File: config.mk
export PLATFORM = sky130hd
export DESIGN_NAME = issue_dispatcher
export DESIGN_NICKNAME = d
export VERILOG_FILES = /design/src/rtl/issue_dispatcher.sv
export SDC_FILE = /design/constraint.sdc
export NUM_CORES = 1
export LEC_CHECK = 0
export CORE_UTILIZATION = 44
export DETAILED_ROUTE_END_ITERATION = 10
export PLACE_DENSITY = 0.9
export RECOVER_POWER = 50
export SLEW_MARGIN = 5
export SYNTH_ARGS = -nofsm -noshare
export SYNTH_HDL_FRONTEND = slang
export SYNTH_SLANG_ARGS = --single-unit
export TNS_END_PERCENT = 20
File: constraint.sdc
create_clock -name clk -period 3 [get_ports clk]
set_input_delay 0.45 -clock clk [delete_from_list [all_inputs] [get_ports clk]]
set_output_delay 0.45 -clock clk [all_outputs]
set_load 0.005 [all_outputs]
File: src/rtl/issue_dispatcher.sv
// Issue controller: classifies fetched instructions, tracks per-station credits.
// Optional BRANCH_SERIALIZE_EN blocks issue while a branch is unresolved.
module issue_dispatcher #(
    parameter int ALU_RS_DEPTH = 4,
    parameter int BU_RS_DEPTH  = 2,
    parameter int LSU_RS_DEPTH = 4
) (
    input  logic        clk,
    input  logic        rst,
    input  logic [31:0] instruction,
    input  logic        instruction_valid,
    output logic        instruction_ready,
    output logic        issue_valid,
    output logic [1:0]  issue_rs_id,
    output logic [31:0] issue_instruction,
    input  logic [2:0]  rs_free,
    input  logic        branch_resolved,
    input  logic        flush,
    output logic        credit_error
);

    localparam int AW = $clog2(ALU_RS_DEPTH + 1);
    localparam int BW = $clog2(BU_RS_DEPTH + 1);
    localparam int LW = $clog2(LSU_RS_DEPTH + 1);

    localparam logic [AW-1:0] ALU_MAX = AW'(ALU_RS_DEPTH);
    localparam logic [BW-1:0] BU_MAX  = BW'(BU_RS_DEPTH);
    localparam logic [LW-1:0] LSU_MAX = LW'(LSU_RS_DEPTH);

    localparam logic [6:0] OP_REG    = 7'b0110011;
    localparam logic [6:0] OP_IMM    = 7'b0010011;
    localparam logic [6:0] OP_BRANCH = 7'b1100011;
    localparam logic [6:0] OP_LOAD   = 7'b0000011;
    localparam logic [6:0] OP_STORE  = 7'b0100011;

    typedef enum logic [1:0] {
        UNIT_ALU = 2'd0,
        UNIT_BU  = 2'd1,
        UNIT_LSU = 2'd2
    } unit_e;

    logic [6:0]    opcode;
    unit_e         unit;
    logic          has_credit;
    logic          in_run;
    logic          accept;
    logic          acc_alu;
    logic          acc_bu;
    logic          acc_lsu;
    logic          ovf_alu;
    logic          ovf_bu;
    logic          ovf_lsu;
    logic [AW-1:0] alu_credit;
    logic [BW-1:0] bu_credit;
    logic [LW-1:0] lsu_credit;

    assign opcode = instruction[6:0];

    // Unrecognised opcodes fall through to the ALU
    always_comb begin
        unit = UNIT_ALU;
        unique case (1'b1)
            opcode == OP_BRANCH: unit = UNIT_BU;
            opcode == OP_LOAD,
            opcode == OP_STORE:  unit = UNIT_LSU;
            opcode == OP_REG,
            opcode == OP_IMM:    unit = UNIT_ALU;
            default:             unit = UNIT_ALU;
        endcase
    end

    always_comb begin
        has_credit = 1'b0;
        case (unit)
            UNIT_ALU: has_credit = (alu_credit != '0);
            UNIT_BU:  has_credit = (bu_credit != '0);
            UNIT_LSU: has_credit = (lsu_credit != '0);
            default:  has_credit = 1'b0;
        endcase
    end

    assign instruction_ready = has_credit && in_run && !flush;
    assign accept  = instruction_valid && instruction_ready;
    assign acc_alu = accept && (unit == UNIT_ALU);
    assign acc_bu  = accept && (unit == UNIT_BU);
    assign acc_lsu = accept && (unit == UNIT_LSU);

`ifdef BRANCH_SERIALIZE_EN
    typedef enum logic {
        RUN,
        BRANCH_WAIT
    } state_e;

    state_e state;
    state_e state_next;

    always_ff @(posedge clk or negedge rst) begin
        if (!rst) begin
            state <= RUN;
        end else begin
            state <= state_next;
        end
    end

    always_comb begin
        state_next = state;
        unique case (state)
            RUN: begin
                if (acc_bu) begin
                    state_next = BRANCH_WAIT;
                end
            end
            BRANCH_WAIT: begin
                if (branch_resolved || flush) begin
                    state_next = RUN;
                end
            end
            default: state_next = RUN;
        endcase
    end

    assign in_run = (state == RUN);
`else
    logic unused_branch_resolved;

    assign unused_branch_resolved = branch_resolved;
    assign in_run = 1'b1;
`endif

    // Returns into an already-full counter are dropped and flagged
    assign ovf_alu = rs_free[0] && !acc_alu && (alu_credit == ALU_MAX);
    assign ovf_bu  = rs_free[1] && !acc_bu  && (bu_credit == BU_MAX);
    assign ovf_lsu = rs_free[2] && !acc_lsu && (lsu_credit == LSU_MAX);

    always_ff @(posedge clk or negedge rst) begin
        if (!rst) begin
            alu_credit <= ALU_MAX;
        end else if (acc_alu && !rs_free[0]) begin
            alu_credit <= alu_credit - AW'(1);
        end else if (!acc_alu && rs_free[0] && !ovf_alu) begin
            alu_credit <= alu_credit + AW'(1);
        end
    end

    always_ff @(posedge clk or negedge rst) begin
        if (!rst) begin
            bu_credit <= BU_MAX;
        end else if (acc_bu && !rs_free[1]) begin
            bu_credit <= bu_credit - BW'(1);
        end else if (!acc_bu && rs_free[1] && !ovf_bu) begin
            bu_credit <= bu_credit + BW'(1);
        end
    end

    always_ff @(posedge clk or negedge rst) begin
        if (!rst) begin
            lsu_credit <= LSU_MAX;
        end else if (acc_lsu && !rs_free[2]) begin
            lsu_credit <= lsu_credit - LW'(1);
        end else if (!acc_lsu && rs_free[2] && !ovf_lsu) begin
            lsu_credit <= lsu_credit + LW'(1);
        end
    end

    always_ff @(posedge clk or negedge rst) begin
        if (!rst) begin
            credit_error <= 1'b0;
        end else if (ovf_alu || ovf_bu || ovf_lsu) begin
            credit_error <= 1'b1;
        end
    end

    // Flush blocks accept, so the pulse is suppressed for free
    always_ff @(posedge clk or negedge rst) begin
        if (!rst) begin
            issue_valid       <= 1'b0;
            issue_rs_id       <= 2'd0;
            issue_instruction <= 32'd0;
        end else begin
            issue_valid <= accept;
            if (accept) begin
                issue_rs_id       <= unit;
                issue_instruction <= instruction;
            end
        end
    end

endmodule

==> flow_summary.json, run 1 <==
{
  "cts.repair_timing.setup_buffer_count": 0,
  "run_status": "finished, violations left",
  "detail_route.vias_per_cell": 5.266,
  "gp_congestion": 0.7960,
  "first_pass_iters": 7,
  "synthTopCellsByArea": "sky130_fd_sc_hd__dfrtp_1 49%, sky130_fd_sc_hd__mux2_1 14%, sky130_fd_sc_hd__dfstp_2 3.7%",
  "timing.setup.tns_ns": 0,
  "cp_data_arrival_time_ns": 2.21,
  "die_h_um": 71.30,
  "die_x_um": 71.30,
  "power.static_leakage_nw": 1.250,
  "pin_count_of_the_biggest_net_entering_global_routing": 45,
  "synth.lib_cells_used.distinct": 41,
  "dpl_hpwl_um": 3313,
  "synth_sequential_area_ratio": 0.5228,
  "worst_setup_path_end_kind": "primary output",
  "globalRouteOverflowTotal": 0,
  "cts_hold_buf": 0,
  "multi_input_comb_area_um2": 937.1,
  "ant_nets": 0,
  "grt_usage": 0.1862,
  "remaining_drc_errors": 3,
  "setup.worst_path.start_class": "primary input",
  "async_set_or_reset_register_ratio_after_synthesis": 1.000,
  "finalMaxSlewViolations": 45,
  "peakVddDrop_v": 0.0004388,
  "dr.first_iter.drc_count": 100,
  "critPathMaxFanout": 6,
  "floorplan.initialDensity": 0.4723,
  "cts_repair_resize_count": 0,
  "failing_checks": "design-rule violations, max-capacitance violations, max-slew violations",
  "wirelength_um": 4373,
  "root_buffer": "sky130_fd_sc_hd__clkbuf_8",
  "ys_warn_count": 0,
  "timing.setup.critical_path_class": "in -> out",
  "post-place-cells": 286,
  "max_slew.worst_pin.slew_ns": 2.292,
  "clk_latency_ns": 0.29,
  "fmax_ghz": 0.3761,
  "nNetsFinal": 283,
  "drive_above_1_share": 0.1120,
  "die-area_um2": 5084,
  "synth.avg_cell_area_um2": 13.21,
  "grt_pass1_wl_um": 7293,
  "dpl-instance-area_um2": 2925,
  "floorplan.rows": 24,
  "fin_area_um2": 3002,
  "clkTransAtPathRegs_ns": 0.08,
  "syn_area_um2": 2113,
  "clk_path_buf_depth": 2,
  "areaGrowthSynthToFinish_pct": 42.04,
  "fin_worst_skew_ns": 0.003368,
  "setup.reg_to_reg.worst_slack_ns": 0.68,
  "port_buffers": 75,
  "route.vias.total": 1543,
  "postLayoutCoreUtil": 0.6709,
  "insertedDiodeCount": 0,
  "worst_path_required_ns": 2.55,
  "htree_num_levels": 2,
  "max-slew-margin-rel": -0.5277,
  "hold_class": "reg -> reg",
  "drt-wirelength-per-cell_um": 14.92,
  "synth-edff-count": 0,
  "synth_top_cell_by_area": "sky130_fd_sc_hd__dfrtp_1",
  "antenna_found_initial": 0,
  "power-per-cell-area_nw_per_um2": 714.4,
  "period_utilization": 0.8864,
  "hold_violations": 0,
  "seq_area_um2": 1105,
  "clock_tree_from_tritoncts": "built",
  "ys_seq_elements": 44,
  "post_synth_inst_count": 160,
  "core_um2": 4474,
  "min_period_ns": 2.659,
  "first_global_vias": 1563,
  "cts_num_sinks": 44,
  "fill_cells": 325,
  "setup_viol": 0,
  "number_of_max_capacitance_violations_reported": 1,
  "synth_flop_cell": "sky130_fd_sc_hd__dfrtp_1",
  "number_of_standard_cells_in_the_final_layout_excluding_fillers": 293,
  "setup_repair_after_global_routing_missed_its_margin": "false",
  "cts-buffers-inserted": 5,
  "synthesis.nets": 202,
  "total_power_mw": 2.144,
  "design.portCount": 77,
  "area_share_of_the_leading_cell_type_in_the_synthesized_netlist": 0.4855
}
[per-stage QoR]
stage / setup slack, ns / hold slack (ns)
after floorplan: 0.5013 / 0.1544
after global placement: 0.1839 / 0.4666
after detailed placement: 0.08264 / 0.4652
after CTS: 0.3400 / 0.3476
after global routing: 0.1837 / 0.4998
final: 0.3409 / 0.4756
[cells in the final DEF (no fill, tap or decap), drive strengths merged, types with 6 or more instances in the layout]
cell           Yosys  routed
dfrtp             41      41
inv                8       8
o21ai              8       8
mux2              33      33
clkbuf             2       7
nor2               6       6
dlygate4sd3        0      18
mux2i              6       6
clkdlybuf4s50      0      56
[cells by family (layout without fill, tap and decap cells)]
| group | after synthesis | count (layout) | synth area share |
|---|---|---|---|
| AOI/OAI and AO/OA | 24 | 24 | 0.09296 |
| xor gates and xnor gates | 3 | 3 | 0.01244 |
| adders and majority gates | 2 | 2 | 0.01895 |
| buffers and inverters | 13 | 94 | 0.03375 |
| DFF | 44 | 44 | 0.5228 |
| muxes | 39 | 39 | 0.2043 |
| and+or+nand+nor | 35 | 35 | 0.1149 |
[Yosys cell counts, drive strengths merged (2+ instances only)]
library cell,number
dfrtp,41
mux2,33
inv,8
o21ai,8
mux2i,6
nor2,6
nand2,4
nor2b,4
a21o,3
a221oi,3
buf,3
dfstp,3
nand2b,3
nor3,3
nor4,3
a211oi,2
a21oi,2
clkbuf,2
fa,2
nand3,2
nor4b,2
xnor2,2
[per-layer routing]
metal | up-vias | share of wire | global-route usage
li1 | 735 | - | -
met1 | 767 | 0.40 | 0.2211
met2 | 36 | 0.55 | 0.3333
met3 | 5 | 0.043 | 0.03797
met4 | 0 | 0.010 | 0.06889
met5 | - | 0 | 0
[final timing paths]
kind                                         end      startpoint  depth (start not counted)
min in group asynchronous  issue_instruction[19]             rst                          1
max                            instruction_ready  instruction[6]                          6
max reg2reg                        lsu_credit[2]   lsu_credit[2]                          7
max in group asynchronous          lsu_credit[1]             rst                          1
min reg2reg                         credit_error    credit_error                          2
min                                 credit_error    credit_error                          2
[critical path, cell delays in order]
cell and delay [ns]:
sky130_fd_sc_hd__clkdlybuf4s50_1 0.50, sky130_fd_sc_hd__nor4_1 0.50, sky130_fd_sc_hd__nor3_4 0.09, sky130_fd_sc_hd__a21oi_1 0.16, sky130_fd_sc_hd__nor2_1 0.05, sky130_fd_sc_hd__clkdlybuf4s50_1 0.45
[registers in the layout, summed over array words and instances, names as in the netlist]
register and flops:
issue_rs_id 2, issue_instruction 32, bu_credit 2, credit_error 1, issue_valid 1, lsu_credit 3, alu_credit 3
[report_power, final]
part	switching [mW]	internal (mW)
sequential	0.141	0.820
clock	0.186	0.158
combinational	0.321	0.519
[area by class of cell]
type / instances / area share
multi-input combinational: 103 / 0.3122
clock inverter: 1 / 0.001667
inverter: 8 / 0.01000
tap: 52 / 0.02168
clock buffer: 6 / 0.02418
timing repair buffer: 79 / 0.2622
sequential: 44 / 0.3681
No activity file was read; power rests on OpenSTA's default activity.
==> run 2, diff against run 1 <==
--- a/config.mk
+++ b/config.mk
@@ -5,10 +5,13 @@
 export SDC_FILE = /design/constraint.sdc
 export NUM_CORES = 1
 export LEC_CHECK = 0
-export CORE_UTILIZATION = 44
+export CELL_PAD_IN_SITES_DETAIL_PLACEMENT = 1
+export CELL_PAD_IN_SITES_GLOBAL_PLACEMENT = 1
+export CORE_UTILIZATION = 35
 export DETAILED_ROUTE_END_ITERATION = 10
-export PLACE_DENSITY = 0.9
+export PLACE_DENSITY = 0.91
 export RECOVER_POWER = 50
+export REMOVE_ABC_BUFFERS = 1
 export SLEW_MARGIN = 5
 export SYNTH_ARGS = -nofsm -noshare
 export SYNTH_HDL_FRONTEND = slang
==> flow_summary.json, run 2 (synthesis gave the netlist of run 1 again) <==
{
  "areaGrowthSynthToFinish_pct": 43.75,
  "setup_repair_after_global_routing_missed_its_margin": "false",
  "nNetsFinal": 284,
  "cts_num_sinks": 44,
  "cts_hold_buf": 0,
  "run_status": "finished, violations left",
  "period_utilization": 0.8990,
  "pin_count_of_the_biggest_net_entering_global_routing": 45,
  "first_pass_iters": 4,
  "setup.worst_path.start_class": "primary input",
  "min_period_ns": 2.697,
  "critPathMaxFanout": 4,
  "timing.final.ws_setup_ns": 0.3029,
  "finalMaxSlewViolations": 45,
  "peakVddDrop_v": 0.0003587,
  "clk_path_buf_depth": 2,
  "hold_path.startpoint": "issue_rs_id[0]",
  "largest_register_ffs": 32,
  "cts.repair_timing.setup_buffer_count": 0,
  "hold-path-cell-count": 1,
  "clk_latency_ns": 0.29,
  "wirelength_um": 5080,
  "setup_viol": 0,
  "final_cell_mix": "56 x sky130_fd_sc_hd__clkdlybuf4s50_1, 41 x sky130_fd_sc_hd__dfrtp_1, 27 x sky130_fd_sc_hd__mux2_1, 18 x sky130_fd_sc_hd__dlygate4sd3_1",
  "clkTransAtPathRegs_ns": 0.08,
  "hold_violations": 0,
  "grt_usage": 0.1768,
  "die_x_um": 79.71,
  "fmax_ghz": 0.3708,
  "fin_worst_skew_ns": 0.009565,
  "port_buffers": 75,
  "die-area_um2": 6353,
  "remaining_drc_errors": 0,
  "die_h_um": 79.71,
  "reg2reg_depth": 7,
  "dr.first_iter.drc_count": 75,
  "detail_route.vias_per_cell": 5.124,
  "top_reg_by_flops": "issue_instruction",
  "root_buffer": "sky130_fd_sc_hd__clkbuf_8",
  "ant_nets": 0,
  "number_of_max_capacitance_violations_reported": 1,
  "crit-reg2reg-capture": "lsu_credit[2]",
  "design.portCount": 77,
  "cp_cell_sequence": "clkdlybuf4s50_1, nand4bb_4, nor3_4, nor3b_4, nand2b_1, fa_1, a2111oi_0, a221oi_2",
  "hold_class": "reg -> reg",
  "grt_pass1_wl_um": 8452,
  "layout.cells.most_common": "sky130_fd_sc_hd__clkdlybuf4s50_1",
  "critPathTopFamily": "simple AND/OR/NAND/NOR gates",
  "critPathMaxStageDelay_ns": 0.58,
  "dpl_hpwl_um": 3869,
  "failing_checks": "max-capacitance violations, max-slew violations",
  "setup.reg_to_reg.worst_slack_ns": 0.64,
  "insertedDiodeCount": 0,
  "first_global_vias": 1731,
  "postLayoutCoreUtil": 0.5353,
  "fin_hold_ws_ns": 0.4856,
  "max-slew-margin-rel": -0.5676,
  "cts-buffers-inserted": 5,
  "layout_top_registers": "issue_instruction x32, alu_credit x3, lsu_credit x3",
  "clock_tree_from_tritoncts": "built",
  "cp_data_arrival_time_ns": 2.89,
  "cts_repair_resize_count": 0,
  "core_um2": 5675,
  "slowest_stage": "sky130_fd_sc_hd__a2111oi_0",
  "worst_path_required_ns": 3.20,
  "power-per-cell-area_nw_per_um2": 715.3,
  "worst_setup_path_end_kind": "flop",
  "route.vias.total": 1609,
  "htree_num_levels": 2,
  "floorplan.initialDensity": 0.3724,
  "gp_congestion": 0.8081,
  "number_of_standard_cells_in_the_final_layout_excluding_fillers": 314,
  "crit-reg2reg-launch": "lsu_credit[2]",
  "power.static_leakage_nw": 1.257,
  "placement.setup.worst_slack_ns": -0.01453,
  "post-place-cells": 307,
  "whs_endpoint": "issue_rs_id[0]",
  "antenna_found_initial": 0,
  "drt-wirelength-per-cell_um": 16.18,
  "max_slew.worst_pin.slew_ns": 2.351,
  "globalRouteOverflowTotal": 0,
  "floorplan.rows": 27,
  "drive_above_1_share": 0.1198,
  "worstPathBufferInverterCount": 1,
  "timing.setup.critical_path_class": "in -> reg"
}
run 2: per-stage QoR:
stage               instance area, um2  TNS (ns)  power, mW
floorplan                         2072         0      1.343
global placement                  2958         0      1.815
detailed placement                2958  -0.01453      1.878
CTS                               3039         0      2.247
global route                      3038         0      2.331
finish                            3038         0      2.173
run 2: worst max path at each step:
stage | startpoint | end | cells past startpoint
floorplan | instruction[4] | lsu_credit[2] | 7
global placement | instruction[1] | lsu_credit[2] | 8
detailed placement | instruction[0] | lsu_credit[2] | 8
CTS | instruction[0] | lsu_credit[2] | 8
global route | instruction[0] | lsu_credit[2] | 8
finish | instruction[0] | lsu_credit[2] | 8
run 2: layout make-up:
| type | instances | area (um2) |
|---|---|---|
| clock buffers | 5 | 68.82 |
| clock inverters | 2 | 12.51 |
| fillers | 587 | 2638 |
| inverters | 8 | 30.03 |
| multi-input cells | 103 | 937.1 |
| flip-flops and latches | 44 | 1105 |
| well taps | 72 | 90.09 |
| repair buffers | 80 | 794.5 |
run 2: where the power goes:
| group | leakage, nW | internal (mW) | switching [mW] | total (mW) |
|---|---|---|---|---|
| Clock | 0.0400 | 0.158 | 0.198 | 0.356 |
| Combinational | 0.702 | 0.520 | 0.333 | 0.852 |
| Sequential | 0.515 | 0.820 | 0.145 | 0.965 |
| Total | 1.26 | 1.50 | 0.675 | 2.17 |
run 2: layer usage:
layer  GRT usage  wire (um)  vias up
met5           0          0        -
met4     0.06545         99        0
met3     0.03657        202       10
met2      0.3214       2708       37
met1      0.2018       2070      824
li1            -          -      738
==> run 3, diff against run 2 <==
==> constraint.sdc (replaced) <==
create_clock -name clk -period 3 [get_ports clk]
set_input_delay 0.75 -clock clk [delete_from_list [all_inputs] [get_ports clk]]
set_output_delay 0.75 -clock clk [all_outputs]
set_load 0.005 [all_outputs]
==> flow_summary.json, run 3 (synthesis gave the netlist of run 1 again) <==
{
  "first_pass_iters": 4,
  "cts_hold_buf": 0,
  "fill_cells": 602,
  "die_x_um": 79.71,
  "power-per-cell-area_nw_per_um2": 713.2,
  "power.static_leakage_nw": 1.350,
  "antenna_found_initial": 0,
  "number_of_standard_cells_in_the_final_layout_excluding_fillers": 330,
  "drt-wirelength-per-cell_um": 16.56,
  "timing.final.ws_setup_ns": 0.07274,
  "first_global_vias": 1814,
  "fin_area_um2": 3189,
  "cts.repair_timing.setup_buffer_count": 0,
  "max_slew.worst_pin.slew_ns": 1.004,
  "floorplan.initialDensity": 0.3724,
  "setup.reg_to_reg.worst_slack_ns": 0.49,
  "cp_data_arrival_time_ns": 2.18,
  "period_utilization": 0.9758,
  "nNetsFinal": 299,
  "htree_num_levels": 2,
  "remaining_drc_errors": 0,
  "final_cell_mix": "55 x sky130_fd_sc_hd__clkdlybuf4s50_1, 41 x sky130_fd_sc_hd__dfrtp_1, 27 x sky130_fd_sc_hd__mux2_1, 18 x sky130_fd_sc_hd__dlygate4sd3_1, 18 x sky130_fd_sc_hd__buf_4",
  "design.portCount": 77,
  "pin_count_of_the_biggest_net_entering_global_routing": 45,
  "setup_repair_after_global_routing_missed_its_margin": "false",
  "port_buffers": 75,
  "setup.worst_path.start_class": "primary input",
  "layout.cells.most_common": "sky130_fd_sc_hd__clkdlybuf4s50_1",
  "die_h_um": 79.71,
  "cts-buffers-inserted": 5,
  "met2_usage": 0.3470,
  "timing.setup.critical_path_class": "in -> out",
  "clk_path_buf_depth": 2,
  "finalMaxSlewViolations": 0,
  "fin_worst_skew_ns": 0.004815,
  "fin_hold_ws_ns": 0.4895,
  "top_reg_by_flops": "issue_instruction",
  "clk_latency_ns": 0.30,
  "dpl_hpwl_um": 4258,
  "reg2reg_depth": 8,
  "dpl-instance-area_um2": 3083,
  "crit-reg2reg-launch": "lsu_credit[2]",
  "grt.met1_usage": 0.2102,
  "startpoint": "instruction[1]",
  "ant_nets": 0,
  "clkTransAtPathRegs_ns": 0.08,
  "peakVddDrop_v": 0.0003177,
  "number_of_max_capacitance_violations_reported": 0,
  "post-place-cells": 322,
  "root_buffer": "sky130_fd_sc_hd__clkbuf_8",
  "worst_path_required_ns": 2.25,
  "placement.setup.worst_slack_ns": -0.2302,
  "dr.first_iter.drc_count": 73,
  "route.vias.total": 1648,
  "die-area_um2": 6353,
  "layout_top_registers": "issue_instruction x32, alu_credit x3, lsu_credit x3",
  "fmax_ghz": 0.3416,
  "areaGrowthSynthToFinish_pct": 50.92,
  "grt_util_met3": 0.04457,
  "floorplan.rows": 27,
  "seq_area_um2": 1105,
  "drive_above_1_share": 0.1860,
  "multi_input_comb_area_um2": 948.4,
  "cts_num_sinks": 44,
  "largest_register_ffs": 32,
  "grt_pass1_wl_um": 8935,
  "hold_violations": 0,
  "critical_path.endpoint": "instruction_ready",
  "global_route.peak_usage_layer": "met2",
  "max-slew-margin-rel": 0.3310,
  "critPathMaxFanout": 4,
  "core_um2": 5675,
  "setup_viol": 0,
  "globalRouteOverflowTotal": 0,
  "grt_usage": 0.1897,
  "insertedDiodeCount": 0,
  "worst_setup_path_end_kind": "primary output",
  "min_period_ns": 2.927,
  "wirelength_um": 5466,
  "crit-reg2reg-capture": "lsu_credit[2]",
  "hold_class": "reg -> reg",
  "gp_congestion": 0.7891,
  "run_status": "finished clean",
  "detail_route.vias_per_cell": 4.994,
  "clock_tree_from_tritoncts": "built"
}
[run 3: report_power, final]
| part | switching, mW | internal [mW] | leakage [nW] |
|---|---|---|---|
| clock network | 0.215 | 0.189 | 0.0516 |
| registers | 0.147 | 0.820 | 0.515 |
| logic | 0.346 | 0.558 | 0.783 |
[run 3: worst max-delay path, stage by stage]
cell and delay (ns):
sky130_fd_sc_hd__clkdlybuf4s50_1 0.53, sky130_fd_sc_hd__nand4bb_4 0.17, sky130_fd_sc_hd__nor3_2 0.18, sky130_fd_sc_hd__nor2_1 0.07
sky130_fd_sc_hd__a21oi_1 0.14, sky130_fd_sc_hd__nor2_1 0.06, sky130_fd_sc_hd__dlygate4sd2_1 0.27
[run 3: routing by layer]
layer / wire length, um / vias to the layer above
met5: 0 / -
met4: 99 / 0
met3: 242 / 9
met2: 2977 / 38
met1: 2147 / 834
li1: - / 767
[run 3: worst min-delay path by stage]
stage                                startpoint                    end  slack (ns)  cells past startpoint
after global placement           issue_rs_id[0]         issue_rs_id[0]        0.46                      1
after global routing      issue_instruction[17]  issue_instruction[17]        0.52                      1
after floorplan                             rst          alu_credit[0]        0.45                      0
after CTS                        issue_rs_id[0]         issue_rs_id[0]        0.50                      1
after detailed placement         issue_rs_id[0]         issue_rs_id[0]        0.47                      1
final                            issue_rs_id[0]         issue_rs_id[0]        0.49                      1
[run 3: per-stage QoR]
stage | util | TNS [ns] | power (mW)
finish | 0.5619 | 0 | 2.275
global route | 0.5619 | 0 | 2.429
CTS | 0.5608 | 0 | 2.342
detailed placement | 0.5432 | -0.4705 | 1.931
global placement | 0.5432 | -0.1782 | 1.862
floorplan | - | 0 | 1.343
[run 3: cell type report]
type / instances / area share
Timing Repair Buffer: 95 / 0.2883
Inverter: 8 / 0.009415
Multi-Input combinational cell: 103 / 0.2974
Tap cell: 72 / 0.02825
Sequential cell: 44 / 0.3464
Clock inverter: 2 / 0.004315
Clock buffer: 6 / 0.02589
[run 3: timing repair]
| action | in CTS | in global routing |
|---|---|---|
| cloned | 0 | 0 |
| endpoints found under the setup margin | 1 | 1 |
| pin swaps | 1 | 1 |
| gates resized for setup | 2 | 1 |
